[config.mk]
export PLATFORM = sky130hd
export DESIGN_NAME = log_serializer_flat
export DESIGN_NICKNAME = d
export VERILOG_FILES = /design/src/rtl/log_serializer_if.sv /design/src/rtl/log_serializer.sv /design/src/flat_wrapper.sv
export SDC_FILE = /design/constraint.sdc
export NUM_CORES = 1
export LEC_CHECK = 0
export CAP_MARGIN = 10
export CORE_MARGIN = 2
export CORE_UTILIZATION = 55
export CTS_BUF_LIST = sky130_fd_sc_hd__clkbuf_16
export CTS_CLUSTER_SIZE = 24
export DETAILED_ROUTE_END_ITERATION = 6
export DONT_BUFFER_PORTS = 1
export HOLD_SLACK_MARGIN = 0.02
export PLACE_DENSITY = 0.73
export SLEW_MARGIN = 20
export SYNTH_ARGS = -nofsm -noshare
export SYNTH_HDL_FRONTEND = slang
export SYNTH_SLANG_ARGS = --single-unit
export TNS_END_PERCENT = 50
[constraint.sdc]
create_clock -name pid_clk_in -period 2.1 [get_ports pid_clk_in]
set_input_delay 0.63 -clock pid_clk_in [delete_from_list [all_inputs] [get_ports pid_clk_in]]
set_output_delay 0.63 -clock pid_clk_in [all_outputs]
set_load 0.01 [all_outputs]
[src/rtl/log_serializer_if.sv]
`default_nettype none
// ============================================================================
// Module   : log_serializer_if
// Brief    : Sample, host-write and log-bus signal bundle for log_serializer.
// Revision : 1.0 - initial release
// ============================================================================
interface log_serializer_if #(
    parameter int N_CHAN    = 8,
    parameter int W_LCHAN   = 5,
    parameter int W_LDATA   = 18,
    parameter int W_WR_ADDR = 16,
    parameter int W_WR_CHAN = 5,
    parameter int W_WR_DATA = 49
);
    logic [N_CHAN-1:0]         dv_in;
    logic [N_CHAN*W_LDATA-1:0] data_in;
    logic                      wr_en_in;
    logic [W_WR_ADDR-1:0]      wr_addr_in;
    logic [W_WR_CHAN-1:0]      wr_chan_in;
    logic [W_WR_DATA-1:0]      wr_data_in;
    logic                      log_dv_out;
    logic [W_LCHAN-1:0]        log_chan_out;
    logic [W_LDATA-1:0]        log_data_out;
    logic [N_CHAN-1:0]         ovf_out;

    modport master (
        output dv_in, data_in, wr_en_in, wr_addr_in, wr_chan_in, wr_data_in,
        input  log_dv_out, log_chan_out, log_data_out, ovf_out
    );

    modport slave (
        input  dv_in, data_in, wr_en_in, wr_addr_in, wr_chan_in, wr_data_in,
        output log_dv_out, log_chan_out, log_data_out, ovf_out
    );
endinterface
`default_nettype wire

[src/rtl/log_serializer.sv]
`default_nettype none
// ============================================================================
// Module   : log_serializer
// Brief    : Round-robin serializer of per-channel PID samples onto a log bus.
// Revision : 1.0 - initial release
// ============================================================================
module log_serializer #(
    parameter int                   N_CHAN       = 8,
    parameter int                   W_LCHAN      = 5,
    parameter int                   W_LDATA      = 18,
    parameter int                   W_WR_ADDR    = 16,
    parameter int                   W_WR_CHAN    = 5,
    parameter int                   W_WR_DATA    = 49,
    parameter logic [W_WR_ADDR-1:0] LOG_EN_ADDR  = 16'h0040,
    parameter logic [W_WR_ADDR-1:0] OVF_CLR_ADDR = 16'h0041
) (
    input  wire logic       pid_clk_in,
    input  wire logic       rst_n_in,
    log_serializer_if.slave bus
);
    localparam logic [W_LCHAN-1:0] c_LAST_CHAN = W_LCHAN'(N_CHAN - 1);

    logic [N_CHAN-1:0]  r_enable;
    logic [N_CHAN-1:0]  r_pending;
    logic [N_CHAN-1:0]  r_ovf;
    logic [W_LDATA-1:0] r_hold [N_CHAN];
    logic [W_LCHAN-1:0] r_last_grant;
    logic               r_log_dv;
    logic [W_LCHAN-1:0] r_log_chan;
    logic [W_LDATA-1:0] r_log_data;

    logic               w_found_hi, w_found_lo, w_found;
    logic [W_LCHAN-1:0] w_grant_hi, w_grant_lo, w_grant;
    logic [N_CHAN-1:0]  w_grant_vec;
    logic [W_LDATA-1:0] w_grant_data;
    logic               w_en_wr, w_clr_wr;
    logic [N_CHAN-1:0]  w_en_hit, w_disable, w_capture, w_ovf_set;
    logic [N_CHAN-1:0]  w_pending_nxt, w_enable_nxt;

    assign w_en_wr  = bus.wr_en_in && (bus.wr_addr_in == LOG_EN_ADDR);
    assign w_clr_wr = bus.wr_en_in && (bus.wr_addr_in == OVF_CLR_ADDR);

    // Rotating priority: channels above last_grant first, then wrap to the rest.
    always_comb begin
        w_found_hi = 1'b0;
        w_grant_hi = '0;
        w_found_lo = 1'b0;
        w_grant_lo = '0;
        for (int k = 0; k < N_CHAN; k++) begin
            if (r_pending[k]) begin
                if (W_LCHAN'(k) > r_last_grant) begin
                    if (!w_found_hi) begin
                        w_found_hi = 1'b1;
                        w_grant_hi = W_LCHAN'(k);
                    end
                end else if (!w_found_lo) begin
                    w_found_lo = 1'b1;
                    w_grant_lo = W_LCHAN'(k);
                end
            end
        end
    end

    assign w_found = w_found_hi || w_found_lo;
    assign w_grant = w_found_hi ? w_grant_hi : w_grant_lo;

    always_comb begin
        w_grant_data = '0;
        for (int k = 0; k < N_CHAN; k++) begin
            if (w_grant_vec[k]) begin
                w_grant_data = r_hold[k];
            end
        end
    end

    generate
        for (genvar k = 0; k < N_CHAN; k++) begin : g_chan
            // Out-of-range channel numbers simply match no decoder slot.
            assign w_en_hit[k]      = w_en_wr && (bus.wr_chan_in == W_WR_CHAN'(k));
            assign w_enable_nxt[k]  = w_en_hit[k] ? bus.wr_data_in[0] : r_enable[k];
            assign w_disable[k]     = w_en_hit[k] && !bus.wr_data_in[0];
            assign w_grant_vec[k]   = w_found && (w_grant == W_LCHAN'(k));
            assign w_capture[k]     = bus.dv_in[k] && r_enable[k] && !w_disable[k];
            // A grant in the same cycle drains the old sample, so no data is lost.
            assign w_ovf_set[k]     = w_capture[k] && r_pending[k] && !w_grant_vec[k];
            assign w_pending_nxt[k] = !w_disable[k] &&
                                      (w_capture[k] || (r_pending[k] && !w_grant_vec[k]));

            always_ff @(posedge pid_clk_in or negedge rst_n_in) begin
                if (!rst_n_in) begin
                    r_hold[k] <= '0;
                end else if (w_capture[k]) begin
                    r_hold[k] <= bus.data_in[k*W_LDATA +: W_LDATA];
                end
            end
        end
    endgenerate

    always_ff @(posedge pid_clk_in or negedge rst_n_in) begin
        if (!rst_n_in) begin
            r_enable     <= '1;
            r_pending    <= '0;
            r_ovf        <= '0;
            r_last_grant <= c_LAST_CHAN;
            r_log_dv     <= 1'b0;
            r_log_chan   <= '0;
            r_log_data   <= '0;
        end else begin
            r_enable  <= w_enable_nxt;
            r_pending <= w_pending_nxt;
            r_ovf     <= (w_clr_wr ? '0 : r_ovf) | w_ovf_set;
            r_log_dv  <= w_found;
            if (w_found) begin
                r_last_grant <= w_grant;
                r_log_chan   <= w_grant;
                r_log_data   <= w_grant_data;
            end
        end
    end

    assign bus.log_dv_out   = r_log_dv;
    assign bus.log_chan_out = r_log_chan;
    assign bus.log_data_out = r_log_data;
    assign bus.ovf_out      = r_ovf;

endmodule
`default_nettype wire

[src/flat_wrapper.sv]
// flat-port wrapper written by rule: the top's interface ports become plain ports
module log_serializer_flat 
#(
    parameter int                   N_CHAN       = 8,
    parameter int                   W_LCHAN      = 5,
    parameter int                   W_LDATA      = 18,
    parameter int                   W_WR_ADDR    = 16,
    parameter int                   W_WR_CHAN    = 5,
    parameter int                   W_WR_DATA    = 49,
    parameter logic [W_WR_ADDR-1:0] LOG_EN_ADDR  = 16'h0040,
    parameter logic [W_WR_ADDR-1:0] OVF_CLR_ADDR = 16'h0041
)
  (pid_clk_in, rst_n_in, bus_dv_in, bus_data_in, bus_wr_en_in, bus_wr_addr_in, bus_wr_chan_in, bus_wr_data_in, bus_log_dv_out, bus_log_chan_out, bus_log_data_out, bus_ovf_out);
  log_serializer_if #(.N_CHAN(N_CHAN), .W_LCHAN(W_LCHAN), .W_LDATA(W_LDATA), .W_WR_ADDR(W_WR_ADDR), .W_WR_CHAN(W_WR_CHAN), .W_WR_DATA(W_WR_DATA)) bus_i ();
  input  wire logic pid_clk_in;
  input  wire logic rst_n_in;
  input wire logic [$bits(bus_i.dv_in)-1:0] bus_dv_in;
  input wire logic [$bits(bus_i.data_in)-1:0] bus_data_in;
  input wire logic [$bits(bus_i.wr_en_in)-1:0] bus_wr_en_in;
  input wire logic [$bits(bus_i.wr_addr_in)-1:0] bus_wr_addr_in;
  input wire logic [$bits(bus_i.wr_chan_in)-1:0] bus_wr_chan_in;
  input wire logic [$bits(bus_i.wr_data_in)-1:0] bus_wr_data_in;
  output wire logic [$bits(bus_i.log_dv_out)-1:0] bus_log_dv_out;
  output wire logic [$bits(bus_i.log_chan_out)-1:0] bus_log_chan_out;
  output wire logic [$bits(bus_i.log_data_out)-1:0] bus_log_data_out;
  output wire logic [$bits(bus_i.ovf_out)-1:0] bus_ovf_out;
  assign bus_i.dv_in = bus_dv_in;
  assign bus_i.data_in = bus_data_in;
  assign bus_i.wr_en_in = bus_wr_en_in;
  assign bus_i.wr_addr_in = bus_wr_addr_in;
  assign bus_i.wr_chan_in = bus_wr_chan_in;
  assign bus_i.wr_data_in = bus_wr_data_in;
  assign bus_log_dv_out = bus_i.log_dv_out;
  assign bus_log_chan_out = bus_i.log_chan_out;
  assign bus_log_data_out = bus_i.log_data_out;
  assign bus_ovf_out = bus_i.ovf_out;
  log_serializer #(.N_CHAN(N_CHAN), .W_LCHAN(W_LCHAN), .W_LDATA(W_LDATA), .W_WR_ADDR(W_WR_ADDR), .W_WR_CHAN(W_WR_CHAN), .W_WR_DATA(W_WR_DATA), .LOG_EN_ADDR(LOG_EN_ADDR), .OVF_CLR_ADDR(OVF_CLR_ADDR)) u_core (.pid_clk_in(pid_clk_in), .rst_n_in(rst_n_in), .bus(bus_i));
endmodule
==> impl_metrics.csv, run 1 <==
group,metric,value,unit
outcome,outcome,"complete, but fails checks",
outcome,violations,"hold timing, setup timing",
critical_path,critical_path_arrival,3.06,ns
layout,diodes,0,
synth,async_flop_share,100,%
synth,synth_cells,711,
flow_run,maxCapViolCount,0,
drt,remaining_drc_errors,0,
place,port_buffers,0,
sta,setup_viol,130,
sta,skew,0.00744,ns
drt,wl_per_cell,26.4,um
synth,synth_compound_area_share,11.4,%
critical_path,r2r_end,"u_core.bus.log_data_out[3]",
floorplan,rows,46,
clock_network,cts_max_level,4,
critical_path,crit_start,"u_core.r_last_grant[0]",
clock_network,path_clk_slew,0.07,ns
drt,via_count,6498,
sta,tightest_slew,0.700,ns
drt,postRouteAntennaNets,0,
clock_network,worstSkewPairLatency,0.44,ns
synth,yosys.area_share.simple,6.46,%
layout,nets,1045,
synth,synth_flop_cell,"dfrtp_1",
floorplan,ios,257,
clock_network,cts.sinks,193,
layout,final_cell_mix,"182 x dfrtp_1, 118 x mux2_2, 80 x buf_4",
layout,n_fill_cell,1048,
grt,antenna_found_initial,0,
synth,syn_area_per_cell,12.7,um2
grt,grt_pass1_vias,6747,
pwr,power,6780,uW
synth,synthXorXnorAreaFrac,0,%
floorplan,initial_core_util,56.6,%
synth,synth-seq-area-share,53.7,%
grt,gr-total-overflow,0,
clock_network,clockRootBuffer,"clkbuf_16",
drt,vias_per_cell,6.20,
clock_network,clk_path_buf_depth,2,
sta,hold_ws,-0.116,ns
drt,drt_pre_antenna_iters,5,
place,gp_congestion,0.862,
sta,rsz0062_at_grt,"yes",
drt,dr.first_iter.drc_count,439,
layout,final_util,74.1,%
layout,final_common_cell,"dfrtp_1",
place,dp_slack,-0.603,ns
synth,synth.area.mux_share,25.3,%
synth,ys_types,71,
grt,grt_pass1_wl,37700,um
clock_network,cts_buffers,17,
synth,syn_area,9020,um2
sta,hold_viol,182,
sta,slew_violations,0,
critical_path,path_max_fanout,6,
layout,final_layout_size_suffix_gt1_share,53.5,%
place,dp_hpwl,16800,um
place,dp.cells,975,
floorplan,die_x,132,um
pwr,leakage,0.00534,uW
floorplan,fp.coreArea,15900,um2
synth,synth_fa_ha_area_share,0,%
layout,layout.cells.non_filler,1048,
critical_path,reg2reg_slack,-0.65,ns
critical_path,critPathKind,"reg2reg",
min_path,hold_path.class,"in2async",
floorplan,die_h,132,um
critical_path,critPathLaunchType,"flop",
critical_path,cp.required,2.40,ns
synth,synth_edf_count,0,
pwr,p_per_area,574,nW/um2
sta,maxSlewHeadroom,53.2,%
sta,fmax,0.363,GHz
synth,ys_ff_latch,193,
clock_network,cts_tree,"yes",
critical_path,r2r-start,"u_core.r_last_grant[0]",
sta,finalCriticalPeriod,2.75,ns
synth,synth_top_family_by_area,"multiplexers",
drt,wirelength,27600,um
floorplan,die_area,17400,um2
critical_path,r2r_cells,11,
pwr,irDropWorstVdd,575,uV
sta,fin_crit_sh,131,%
critical_path,crit_path_end,"u_core.bus.log_data_out[3]",
sta,worst_slack,-0.654,ns
critical_path,end_kind,"flop",
grt,grt_max_degree,194,
synth,yosys_warnings,0,
grt,grt_use_total,28.2,%
layout,syn2layout_area_growth,30.9,%
cell usage after synthesis, drive strengths merged, types with 2 or more instances:
| cell | count | area, um2 |
|---|---|---|
| a211oi | 5 | 42.5 |
| a21boi | 6 | 48.8 |
| a21oi | 26 | 141 |
| a2bb2oi | 16 | 140 |
| a31o | 4 | 35.0 |
| a31oi | 3 | 31.3 |
| a32o | 3 | 30.0 |
| and3 | 4 | 25.0 |
| buf | 34 | 214 |
| clkbuf | 10 | 37.5 |
| dfrtp | 182 | 4550 |
| dfstp | 11 | 289 |
| inv | 7 | 26.3 |
| mux2 | 170 | 1910 |
| mux2i | 37 | 370 |
| nand2 | 30 | 115 |
| nand2b | 6 | 37.5 |
| nand3 | 8 | 40.0 |
| nor2 | 36 | 155 |
| nor2b | 7 | 43.8 |
| nor3 | 5 | 25.0 |
| nor3b | 2 | 20.0 |
| nor4 | 4 | 37.5 |
| nor4b | 2 | 17.5 |
| o211ai | 16 | 120 |
| o21ai | 46 | 234 |
| o221ai | 2 | 23.8 |
| o22ai | 4 | 25.0 |
| o31ai | 2 | 28.8 |
| or2 | 3 | 18.8 |
final cells by class:
class / count / area [um2] / share of cell area (%)
sequential: 193 / 4840 / 41.0
multi-input combinational: 475 / 4750 / 40.2
timing repair buffer: 126 / 1370 / 11.6
clock buffer: 17 / 425 / 3.60
tap: 216 / 270 / 2.29
clock inverter: 14 / 103 / 0.869
inverter: 7 / 42.5 / 0.360
where the power goes:
group	switching, uW	leakage, uW	internal, uW	total [uW]
registers	3.00	0.00266	3720	3720
logic	23.3	0.00242	31.2	54.5
clock network	1400	0.000265	1600	3000
total	1430	0.00534	5350	6780
registers in the layout, indices dropped and copies added, names as in the netlist:
| register | cells |
|---|---|
| u_core.bus.log_chan_out | 3 |
| u_core.bus.log_dv_out | 1 |
| u_core.r_hold | 144 |
| u_core.r_pending | 8 |
| u_core.bus.log_data_out | 18 |
| u_core.bus.ovf_out | 8 |
| u_core.r_enable | 8 |
| u_core.r_last_grant | 3 |
routing by layer:
metal  track usage (%)  wire length (um)  up-vias  share of wire [%]
li1                  -                 -     2831                  -
met1              33.3             10900     3356                 39
met2              48.3             13900      247                 50
met3              8.84              2000       64                7.2
met4              10.6               809        0                2.9
met5                 0                 0        -                  0
kinds of logic after synthesis:
logic type | Yosys count
compound gates | 146
buf+inv | 51
flops | 193
mux | 207
other cells | 1
simple gates | 113
worst min-delay path by stage:
stage                         from                         end
after global placement    rst_n_in           u_core.r_hold[20]
after detailed placement  rst_n_in           u_core.r_hold[22]
after global routing      rst_n_in            u_core.r_hold[3]
after floorplan           rst_n_in  u_core.bus.log_chan_out[0]
after CTS                 rst_n_in           u_core.r_hold[22]
final                     rst_n_in            u_core.r_hold[3]
worst max-delay path, stage by stage, from the launching register on:
cell and delay [ns]:
dfstp_2 0.62, buf_6 0.13, a21oi_1 0.06, o32ai_1 0.35, o21ai_1 0.21, a21oi_4 0.19
buf_12 0.15, buf_12 0.13, buf_4 0.10, mux2_2 0.32, o21ai_1 0.21, o211ai_1 0.13
through the flow:
step	hold slack (ns)	setup TNS (ns)	instance area [um2]
3_5_place_dp	0.338	-59.57	10100
4_1_cts	-0.125	-13.93	11000
2_1_floorplan	0.334	-38.57	9260
6_report	-0.116	-22.32	11800
3_3_place_gp	0.339	-49.06	10100
5_1_grt	-0.129	-42.62	11800
timing repair:
item	in CTS	in global routing
pin swaps	22	42
setup buffers	14	17
hold endpoints to repair	182	182
resized for setup	54	136
endpoints found under the setup margin	36	126
cloned	5	10
No activity file was read; power rests on OpenSTA's default activity.
==> run 2: changes to the inputs <==
--- a/config.mk
+++ b/config.mk
@@ -5,7 +5,7 @@
 export SDC_FILE = /design/constraint.sdc
 export NUM_CORES = 1
 export LEC_CHECK = 0
-export CAP_MARGIN = 10
+export CAP_MARGIN = 20
 export CORE_MARGIN = 2
 export CORE_UTILIZATION = 55
 export CTS_BUF_LIST = sky130_fd_sc_hd__clkbuf_16
==> results of run 2 <==
Same layout as run 1: the final DEF is identical, and so are final timing and power.
==> run 3: changes to the inputs <==
--- a/config.mk
+++ b/config.mk
@@ -8,7 +8,6 @@
 export CAP_MARGIN = 20
 export CORE_MARGIN = 2
 export CORE_UTILIZATION = 55
-export CTS_BUF_LIST = sky130_fd_sc_hd__clkbuf_16
 export CTS_CLUSTER_SIZE = 24
 export DETAILED_ROUTE_END_ITERATION = 6
 export DONT_BUFFER_PORTS = 1
==> run 3 against run 2 <==
The run still ends with hold timing, setup timing left. Sequential power barely moved. Via count rose by 1.0%. Register-to-register slack improved by 0.02 ns. Cell area rose by 0.38%. Clock-buffer cell count rose by 6. Non-clock buffer count did not move. Critical path depth rose by 2. Clock skew rose by 0.0019 ns. Cell count did not move. Critical path type unchanged. Largest power group unchanged.
==> impl_metrics.csv, run 3 (same netlist as run 1, synthesis figures left out) <==
group,metric,value,unit
outcome,outcome,"complete, but fails checks",
outcome,violations,"hold timing, setup timing",
drt,postRouteAntennaNets,0,
min_path,hold_path.class,"in2async",
floorplan,ios,257,
drt,drt_pre_antenna_iters,5,
place,gp_congestion,0.862,
drt,wirelength,27800,um
layout,diodes,0,
critical_path,crit_start,"u_core.r_last_grant[0]",
sta,fin_crit_sh,130,%
critical_path,critPathLaunchType,"flop",
clock_network,cts_tree,"yes",
layout,fin_area,11900,um2
layout,final_cell_mix,"182 x dfrtp_1, 119 x mux2_2, 79 x buf_4",
floorplan,die_area,17400,um2
pwr,p_int,5450,uW
layout,nets,1045,
critical_path,end_kind,"flop",
floorplan,initial_core_util,56.6,%
layout,n_fill_cell,1027,
pwr,seqPwrFrac,54.1,%
critical_path,r2r-start,"u_core.r_last_grant[0]",
floorplan,die_h,132,um
layout,register_area,4840,um2
pwr,p_comb_share,0.8,%
sta,finalCriticalPeriod,2.73,ns
drt,wl_per_cell,26.5,um
critical_path,critPathKind,"reg2reg",
critical_path,cp.required,2.41,ns
pwr,p_sw_share,20.8,%
pwr,power,6880,uW
sta,slew_violations,0,
place,dp_hpwl,16800,um
drt,dr_wl_met2,14100,um
sta,hold_ws,-0.110,ns
sta,fin_setup_tns,-22.76,ns
sta,fmax,0.366,GHz
drt,routedLengthMet1,10800,um
drt,wl_met3,2060,um
grt,grt_pass1_vias,6750,
drt,remaining_drc_errors,0,
clock_network,clk_path_buf_depth,2,
clock_network,cts_max_level,4,
floorplan,fp.coreArea,15900,um2
clock_network,worstSkewPairLatency,0.43,ns
pwr,leakage,0.00534,uW
clock_network,path_clk_slew,0.07,ns
sta,hold_viol,182,
pwr,p_per_area,581,nW/um2
sta,rsz0062_at_grt,"yes",
grt,grt_pass1_wl,37800,um
grt,grt_use_total,28.2,%
layout,final_layout_size_suffix_gt1_share,52.9,%
grt,antenna_found_initial,0,
place,port_buffers,0,
pwr,clock_power_share,45.1,%
layout,largest_reg_flops,144,
layout,multiInputGateArea,4770,um2
layout,top_register,"u_core.r_hold",
clock_network,cts_buffers,17,
sta,worst_slack,-0.634,ns
pwr,irDropWorstVdd,571,uV
layout,syn2layout_area_growth,31.4,%
layout,final_common_cell,"dfrtp_1",
drt,via_count,6564,
grt,gr-total-overflow,0,
pwr,p_switching,1430,uW
grt,grt_max_degree,194,
floorplan,rows,46,
sta,tightest_slew,0.734,ns
drt,dr.first_iter.drc_count,465,
clock_network,cts.sinks,193,
sta,skew,0.00932,ns
sta,maxSlewHeadroom,51.0,%
floorplan,die_x,132,um
clock_network,clockRootBuffer,"clkbuf_16",
critical_path,critical_path_arrival,3.04,ns
critical_path,path_max_fanout,6,
place,place_area,10100,um2
drt,vias_per_cell,6.26,
sta,setup_viol,115,
flow_run,maxCapViolCount,0,
drt,top_layer,"met4",
## run 3: worst paths after layout
kind,to,slack (ns),cells past startpoint
min,u_core.r_hold[2],-0.11,0
min reg2reg,u_core.r_hold[129],0.50,1
max reg2reg,u_core.bus.log_data_out[4],-0.63,13
min in group pid_clk_in,u_core.r_hold[62],0.34,1
max,u_core.bus.log_data_out[4],-0.63,13
max in group asynchronous,u_core.r_last_grant[1],1.92,0
## run 3: final cells by class
type,instances,area share (%)
multi-input combinational,475,40.3
tap,216,2.28
sequential,193,40.9
inverter,7,0.359
clock inverter,8,0.676
timing repair buffer,126,11.6
clock buffer,23,3.95
## run 3: stage by stage
stage / setup slack (ns) / util (%) / cells
2_1_floorplan: -0.366 / - / 712
3_3_place_gp: -0.591 / 63.1 / 975
3_5_place_dp: -0.603 / 63.1 / 975
4_1_cts: -0.483 / 69.0 / 1024
5_1_grt: -0.683 / 74.3 / 1048
6_report: -0.634 / 74.3 / 1048
## run 3: layer usage
metal,vias up,track usage [%]
li1,2843,-
met1,3399,33.4
met2,262,48.4
met3,60,8.84
met4,0,10.4
met5,-,0
## run 3: worst max-delay path, stage by stage (launching register included)
cell and delay, ns:
dfstp_2 0.62, buf_6 0.13, nor3b_2 0.05, o31ai_4 0.30, buf_4 0.18, a31o_4 0.18
a21oi_4 0.07, buf_12 0.16, buf_8 0.13, buf_16 0.14, buf_6 0.12, mux2_4 0.30
o21ai_2 0.14, o211ai_1 0.09
## run 3: power groups by stage
stage,Combinational [uW],Clock [uW],Sequential [uW]
after floorplan,36.8,0,3790
after global placement,35.6,0,3790
after detailed placement,36.1,0,3790
after CTS,40.3,3120,3720
after global routing,57.1,3300,3720
final,54.4,3100,3720
## run 3: repair_timing
| action | 4_1_cts | 5_1_grt |
|---|---|---|
| gates cloned | 5 | 10 |
| endpoints found under the setup margin | 36 | 126 |
| hold endpoints to repair | 182 | 182 |
| pin swaps | 22 | 38 |
| buffers inserted | 14 | 17 |
| resized for setup | 54 | 130 |
==> patch: new RTL, settings of run 2 <==
`W_WR_CHAN` is set to 5 in 3 places; all go to 10.
--- a/src/rtl/log_serializer_if.sv
+++ b/src/rtl/log_serializer_if.sv
@@ -10,5 +10,5 @@
     parameter int W_LDATA   = 18,
     parameter int W_WR_ADDR = 16,
-    parameter int W_WR_CHAN = 5,
+    parameter int W_WR_CHAN = 10,
     parameter int W_WR_DATA = 49
 );
--- a/src/rtl/log_serializer.sv
+++ b/src/rtl/log_serializer.sv
@@ -10,5 +10,5 @@
     parameter int                   W_LDATA      = 18,
     parameter int                   W_WR_ADDR    = 16,
-    parameter int                   W_WR_CHAN    = 5,
+    parameter int                   W_WR_CHAN    = 10,
     parameter int                   W_WR_DATA    = 49,
     parameter logic [W_WR_ADDR-1:0] LOG_EN_ADDR  = 16'h0040,
--- a/src/flat_wrapper.sv
+++ b/src/flat_wrapper.sv
@@ -6,5 +6,5 @@
     parameter int                   W_LDATA      = 18,
     parameter int                   W_WR_ADDR    = 16,
-    parameter int                   W_WR_CHAN    = 5,
+    parameter int                   W_WR_CHAN    = 10,
     parameter int                   W_WR_DATA    = 49,
     parameter logic [W_WR_ADDR-1:0] LOG_EN_ADDR  = 16'h0040,
Interface: changed (resized bus_wr_chan_in); port bits go from 257 to 262. No check against the original RTL was run, so the function may have changed too.
==> patch against run 2 <==
The run still ends with negative hold slack, negative setup slack left. Area after synthesis is essentially flat. Sequential cell count is the same. Setup slack gained 0.069 ns. Die area is essentially flat. Cell area shrank 2.6%. Sequential share of layout area grew 1.1 points. Routed wire length shrank 8.7%. Largest cell class unchanged.
Power is not compared: it rests on default switching activity, and its combinational part moved more than twofold at a synthesized area within 25%.
==> patch: results (changes against run 2) <==
stage;metric;value;unit;change
run_status;status;complete, but fails checks;;
run_status;violations;negative hold slack, negative setup slack;;
sta;setup_viol;36;;-72%
drt;wl;25200;um;-8.7%
finish;drive_above_1_share;0.508;;-0.0269
place;place_hpwl;18000;um;+7.1%
grt;grtUsageMet3;0.106;;+0.0177
finish;multi_input_gates;467;;-1.7%
grt;grt_pass1_vias;6799;;+0.77%
place;gp_congestion;0.908;;+5.3%
grt;grt.met2_usage;0.429;;-0.0535
finish;sh_seq_area;0.421;;+0.0112
sta;finalHoldViolCount;160;;-12%
sta;setup_ws;-0.585;ns;+0.0687 ns
finish;multiInputGateArea;4600;um^2;-3.3%
grt;grt_pass1_wl;38500;um;+2.0%
sta;fin_skew;0.00896;ns;+0.00151 ns
finish;fin_cells;1036;;-1.1%
yosys;synth.area.top_cells;dfrtp_1, mux2_2, mux2i_1, dfstp_2, nand2_1;;
yosys;seq_area_frac_synth;0.536;;about the same
yosys;synth-compound-area-share;0.130;;+0.0153
finish;buffer_area_frac;0.105;;-0.0113
finish;inverters;5;;-2
sta;hold_ws;-0.106;ns;+0.0103 ns
drt;drtIter0Drc;375;;-15%
drt;via_per_inst;6.20;;about the same
drt;routed.top_layer;met5;;
worst_setup_path;reg2reg_to;u_core.bus.log_data_out[5]$_DFFE_PN0P_;;
drt;wl_met1;10800;um;-0.76%
-- patch: changes by cell type after synthesis, moves of 11 or more --
cell	delta
o22ai_1	+11
nand2_1	+14
clkbuf_1	+17
mux2_1	-47
o2111a_1	+11
a2bb2oi_1	-16
nand3_1	+12
a31oi_1	+12
mux2_2	+31
nor2_1	-13
o21ai_0	-24
o211ai_1	-16
-- patch: metrics by stage --
step,TNS (ns),setup WS (ns),instance area [um^2],util
floorplan,-38.45,-0.371,9340,-
global placement,-57.18,-0.554,10200,0.637
detailed placement,-65.72,-0.615,10200,0.637
CTS,-14.52,-0.527,10900,0.685
global route,-18.64,-0.677,11500,0.721
finish,-15.69,-0.585,11500,0.721
-- patch: timing repair --
item                       CTS  global route
gates resized for setup     30            88
buffers inserted            12            12
gates cloned                 0             4
hold endpoints to repair   182           182
pin swaps                   10            22
setup endpoints to repair   39           109
